### src/rtl/mc_control.sv
// Multi-cycle CPU control FSM: FETCH/DECODE/EXE/MEM/WB sequencing with a
// shared-memory ready handshake and a retired-instruction counter.
// Optional feature macro: MC_PERF_CNT_EN (enables the instr_cnt register;
// when undefined instr_cnt is tied to zero).
module mc_control (
  input  logic        clk,
  input  logic        rst,
  input  logic [5:0]  Op,
  input  logic [5:0]  Func,
  input  logic        Zero,
  input  logic        mem_ready,
  output logic        PCWr,
  output logic [1:0]  PCSrc,
  output logic        IRWr,
  output logic        RFWr,
  output logic        MemRd,
  output logic        MemWr,
  output logic [2:0]  state,
  output logic        illegal,
  output logic [31:0] instr_cnt
);

  typedef enum logic [2:0] {
    S_FETCH  = 3'd0,
    S_DECODE = 3'd1,
    S_EXE    = 3'd2,
    S_MEM    = 3'd3,
    S_WB     = 3'd4
  } state_t;

  localparam logic [5:0] OP_RTYPE = 6'b000000;
  localparam logic [5:0] OP_J     = 6'b000010;
  localparam logic [5:0] OP_JAL   = 6'b000011;
  localparam logic [5:0] OP_BEQ   = 6'b000100;
  localparam logic [5:0] OP_BNE   = 6'b000101;
  localparam logic [5:0] OP_ADDI  = 6'b001000;
  localparam logic [5:0] OP_SLTI  = 6'b001010;
  localparam logic [5:0] OP_ORI   = 6'b001101;
  localparam logic [5:0] OP_LUI   = 6'b001111;
  localparam logic [5:0] OP_LW    = 6'b100011;
  localparam logic [5:0] OP_SW    = 6'b101011;
  localparam logic [5:0] FN_JR    = 6'b001000;
  localparam logic [5:0] FN_JALR  = 6'b001001;

  state_t r_state;
  state_t w_next_state;

  logic w_is_jr;
  logic w_is_jalr;
  logic w_is_alu_i;
  logic w_illegal_dec;

  logic       w_pcwr;
  logic [1:0] w_pcsrc;
  logic       w_irwr;
  logic       w_rfwr;
  logic       w_memrd;
  logic       w_memwr;

  // Opcode/function classification shared by next-state and output logic
  always_comb begin
    w_is_jr    = (Op == OP_RTYPE) && (Func == FN_JR);
    w_is_jalr  = (Op == OP_RTYPE) && (Func == FN_JALR);
    w_is_alu_i = (Op == OP_ADDI) || (Op == OP_SLTI) ||
                 (Op == OP_ORI)  || (Op == OP_LUI);
  end

  // State register with synchronous reset
  always_ff @(posedge clk) begin
    if (rst) r_state <= S_FETCH;
    else     r_state <= w_next_state;
  end

  // Next-state logic; unused encodings fall back to FETCH
  always_comb begin
    w_next_state = S_FETCH;
    case (r_state)
      S_FETCH:  w_next_state = mem_ready ? S_DECODE : S_FETCH;
      S_DECODE: begin
        case (Op)
          OP_RTYPE, OP_ADDI, OP_SLTI, OP_ORI, OP_LUI,
          OP_LW, OP_SW, OP_BEQ, OP_BNE: w_next_state = S_EXE;
          default:                      w_next_state = S_FETCH;
        endcase
      end
      S_EXE: begin
        if (Op == OP_RTYPE)
          w_next_state = (w_is_jr || w_is_jalr) ? S_FETCH : S_WB;
        else if (w_is_alu_i)
          w_next_state = S_WB;
        else if ((Op == OP_LW) || (Op == OP_SW))
          w_next_state = S_MEM;
        else
          w_next_state = S_FETCH;
      end
      S_MEM: begin
        if (Op == OP_LW)      w_next_state = mem_ready ? S_WB : S_MEM;
        else if (Op == OP_SW) w_next_state = mem_ready ? S_FETCH : S_MEM;
        else                  w_next_state = S_FETCH;
      end
      S_WB:    w_next_state = S_FETCH;
      default: w_next_state = S_FETCH;
    endcase
  end

  // Per-state enables before reset gating
  always_comb begin
    w_pcwr        = 1'b0;
    w_pcsrc       = 2'd0;
    w_irwr        = 1'b0;
    w_rfwr        = 1'b0;
    w_memrd       = 1'b0;
    w_memwr       = 1'b0;
    w_illegal_dec = 1'b0;
    case (r_state)
      S_FETCH: begin
        w_memrd = 1'b1;
        if (mem_ready) begin
          w_irwr = 1'b1;
          w_pcwr = 1'b1;
        end
      end
      S_DECODE: begin
        case (Op)
          OP_J: begin
            w_pcwr  = 1'b1;
            w_pcsrc = 2'd2;
          end
          OP_JAL: begin
            w_pcwr  = 1'b1;
            w_pcsrc = 2'd2;
            w_rfwr  = 1'b1;
          end
          OP_RTYPE, OP_ADDI, OP_SLTI, OP_ORI, OP_LUI,
          OP_LW, OP_SW, OP_BEQ, OP_BNE: ;
          default: w_illegal_dec = 1'b1;
        endcase
      end
      S_EXE: begin
        if (Op == OP_BEQ) begin
          w_pcwr  = Zero;
          w_pcsrc = 2'd1;
        end else if (Op == OP_BNE) begin
          w_pcwr  = ~Zero;
          w_pcsrc = 2'd1;
        end else if (w_is_jr) begin
          w_pcwr  = 1'b1;
          w_pcsrc = 2'd3;
        end else if (w_is_jalr) begin
          w_pcwr  = 1'b1;
          w_pcsrc = 2'd3;
          w_rfwr  = 1'b1;
        end
      end
      S_MEM: begin
        if (Op == OP_LW)      w_memrd = 1'b1;
        else if (Op == OP_SW) w_memwr = 1'b1;
      end
      S_WB:    w_rfwr = 1'b1;
      default: ;
    endcase
  end

  // Reset masks every enable regardless of the state register contents
  always_comb begin
    PCWr    = w_pcwr        & ~rst;
    PCSrc   = rst ? 2'd0 : w_pcsrc;
    IRWr    = w_irwr        & ~rst;
    RFWr    = w_rfwr        & ~rst;
    MemRd   = w_memrd       & ~rst;
    MemWr   = w_memwr       & ~rst;
    illegal = w_illegal_dec & ~rst;
    state   = r_state;
  end

`ifdef MC_PERF_CNT_EN
  logic        w_retire;
  logic [31:0] r_instr_cnt;

  // Retirement is any return to FETCH from another state except an illegal decode
  always_comb begin
    w_retire = ~rst && (r_state != S_FETCH) && (w_next_state == S_FETCH) &&
               ~w_illegal_dec;
  end

  // Retired-instruction counter, wraps naturally at 32 bits
  always_ff @(posedge clk) begin
    if (rst)           r_instr_cnt <= '0;
    else if (w_retire) r_instr_cnt <= r_instr_cnt + 32'd1;
  end

  assign instr_cnt = r_instr_cnt;
`else
  assign instr_cnt = '0;
`endif

endmodule

### config.mk
export PLATFORM = sky130hd
export DESIGN_NAME = mc_control
export DESIGN_NICKNAME = d
export VERILOG_FILES = /design/src/rtl/mc_control.sv
export SDC_FILE = /design/constraint.sdc
export NUM_CORES = 1
export LEC_CHECK = 0
export BUFFER_PORTS_ARGS = -buffer_cell sky130_fd_sc_hd__buf_2
export CAP_MARGIN = 20
export CELL_PAD_IN_SITES_DETAIL_PLACEMENT = 0
export CELL_PAD_IN_SITES_GLOBAL_PLACEMENT = 1
export CORE_ASPECT_RATIO = 0.6
export CORE_UTILIZATION = 27
export DETAILED_ROUTE_END_ITERATION = 7
export GPL_ROUTABILITY_DRIVEN = 0
export GPL_TIMING_DRIVEN = 0
export HOLD_SLACK_MARGIN = 0.12
export PLACE_DENSITY = 0.83
export SYNTH_ARGS = -nofsm -noshare
export SYNTH_HDL_FRONTEND = slang
export SYNTH_SLANG_ARGS = --single-unit
### constraint.sdc
create_clock -name clk -period 4.1 [get_ports clk]
set_input_delay 0.615 -clock clk [delete_from_list [all_inputs] [get_ports clk]]
set_output_delay 0.615 -clock clk [all_outputs]
set_load 0.005 [all_outputs]
==> impl_metrics.csv <==
group,metric,value,unit
power_and_ir_drop,total_leakage_power,0.560,nW
grt,busiest_layer,"met2",
timing,maxSlewHeadroom,58.5,%
setup_path,crit_cells,6,
timing,finalClockSkew,0.000364,ns
floorplan,initial_utilization,30.6,%
synth,synth_edf_count,0,
grt,antenna_found_initial,0,
timing,rsz0062_at_grt,"false",
synth,synth.distinct_cells,38,
clock_network,cts_made_buffers,3,
finish,fin_cells,183,
timing,final-setup-viol-count,0,
setup_path,start_kind,"input pin",
grt,use_met2,19.6,%
synth,yosys_register_bits,3,
clock_network,cts-htree-levels,1,
grt,grt_pass1_wl,2.76,mm
setup_path,end_kind,"output port",
timing,finalHoldViolations,0,
clock_network,path_clk_slew,0.03,ns
detailed_routing,via_per_inst,4.02,
synth,yosysWarningCount,0,
grt,grt_pass1_vias,616,
timing,drv_slew,0,
placed_design,dp_hpwl,1.43,mm
detailed_routing,drc_errors,0,
finish,drive_gt1_share,45.1,%
setup_path,cpMostUsedCell,"buf_2",
clock_network,cts_hold_buf,0,
synth,ys_seq_area_share,8.45,%
setup_path,critical_path_required,3.48,ns
detailed_routing,drtIter0Drc,22,
grt,grt_use_total,12.7,%
grt,grt_max_degree,10,
synth,synth_area,711,sq um
finish,nFillCells,240,
floorplan,ios,59,
detailed_routing,ant_nets,0,
synth,synthArstFlopShare,0,%
setup_path,cp.arrival,1.90,ns
timing,timing.hold.ws,0.589,ns
finish,largest_reg_flops,3,
min_path,min_path_cells,2,
clock_network,cts_tree,"yes",
status,outcome,"completed",
synth,netlist_instances,94,
synth,syn_avg_cell_area,7.56,sq um
floorplan,design.die.area,2850,sq um
flow_run,drv_cap,0,
timing,setup_tns,0,ns
timing,post-route-period-util,61.2,%
setup_path,cp_slowest_cell,"nor4_2",
finish,area_growth,44.9,%
setup_path,path_max_fanout,7,
detailed_routing,wl_per_cell,9.41,microns
power_and_ir_drop,powerDensity,184,nW/um^2
timing,max_freq,398,MHz
finish,antenna_cells,0,
min_path,hold_path.class,"reg2reg",
clock_network,cts_root_buf,"clkbuf_8",
detailed_routing,vias,735,
placed_design,portBuffers,24,
clock_network,postCtsSetupRepairBufs,0,
setup_path,crit_buf_inv,2,
placed_design,place_inst,179,
finish,fin_nets,170,
detailed_routing,drt_wl_total,1.72,mm
synth,synthFlopType,"dfxtp_1",
synth,netlist.area_leader.share,33.8,%
synth,netlist_top_cells_area,"buf_4 (34%), dfxtp_1 (8.5%), nor2_1 (3.7%), buf_6 (3.2%), nor3b_1 (3.2%)",
detailed_routing,dr.pass1.iters,4,
setup_path,crit_path_cell_trace,"buf_2, nor4_2, and3_1, o2bb2a_4, a31oi_1, buf_2",
power_and_ir_drop,ir_drop,80.1,uV
finish,final_cell_mix,"buf_4 (32), conb_1 (32), buf_2 (25)",
grt,use_met1,16.5,%
grt,use_met3,3.30,%
power_and_ir_drop,fin_total_pwr,0.189,mW
setup_path,crit_type,"in2out",
setup_path,cp_slowest_stage_delay,0.36,ns
timing,tightestPinTransition,0.621,ns
setup_path,cp_top_family,"simple AND/OR/NAND/NOR gates",
setup_path,reg2reg_depth,5,
synth,yosys.area.top_type,"buf_4",
floorplan,die_h,41.7,microns
grt,grt_remaining_overflow,0,
timing,finalCriticalPeriod,2.51,ns
floorplan,rows,13,
floorplan,core-area,2330,sq um
floorplan,die_w,68.2,microns
clock_network,cts_max_path_buffers,2,
clock_network,clkLatencyLatePin,0.22,ns
clock_network,cts_sinks,3,
clock_network,cts_resized,0,
==> worst paths after layout <==
check                                            to                 from  slack (ns)
worst max-delay path                           PCWr                Op[4]        1.59
worst min-delay path            state[0]$_SDFF_PP0_  state[1]$_SDFF_PP0_        0.59
worst max register to register  state[1]$_SDFF_PP0_  state[1]$_SDFF_PP0_        2.63
worst min register to register  state[0]$_SDFF_PP0_  state[1]$_SDFF_PP0_        0.59
==> synthesized netlist by cell type (2+ instances only) <==
cell type,count
and3_1,2
nor2b_1,2
nand2b_1,2
nand3_1,2
nand4_1,2
nor2_1,7
buf_4,32
dfxtp_1,3
nor3b_1,3
nand2_1,4
nor4_1,3
a21oi_1,4
nand4b_1,2
buf_6,2
==> power by group <==
| group | switching (mW) | leakage (nW) | internal [mW] |
|---|---|---|---|
| clock | 0.0252 | 0.0228 | 0.0668 |
| combinational | 0.0293 | 0.513 | 0.0359 |
| sequential | 0.00168 | 0.0244 | 0.0302 |
| total | 0.0561 | 0.560 | 0.133 |
==> worst min-delay path: cells and delay by family (launching register included) <==
| kind | cells | cell delay (ns) |
|---|---|---|
| buf+inv | 1 | 0.13 |
| compound gates | 1 | 0.06 |
| flops | 1 | 0.34 |
==> routing by layer <==
metal / vias to the layer above / routed length (microns)
met1: 300 / 755
met5: - / 0
li1: 393 / -
met4: 0 / 19
met2: 40 / 790
met3: 2 / 156
==> layout make-up <==
cell class | count | area [sq um] | share of cell area, %
buffer | 35 | 268 | 26.0
clock buffer | 4 | 45.0 | 4.37
inverter | 1 | 3.75 | 0.365
multi-input combinational | 86 | 495 | 48.1
sequential | 3 | 60.1 | 5.83
tap | 30 | 37.5 | 3.65
timing repair buffer | 24 | 120 | 11.7
==> cell families after synthesis <==
| group | share of synthesized area, % |
|---|---|
| flip-flops | 8.45 |
| buffers and inverters | 38.2 |
| AO/OA/AOI/OAI | 14.4 |
| other | 0.528 |
| AND/OR/NAND/NOR | 37.1 |
| XOR/XNOR | 1.23 |
==> through the flow <==
stage	area, sq um	util (%)	setup slack (ns)
after floorplan	827	-	1.86
after global placement	985	42.3	1.60
after detailed placement	985	42.3	1.61
after CTS	1030	44.3	1.60
after global routing	1030	44.3	1.46
final	1030	44.3	1.59
(Power assumes the default switching activity.)
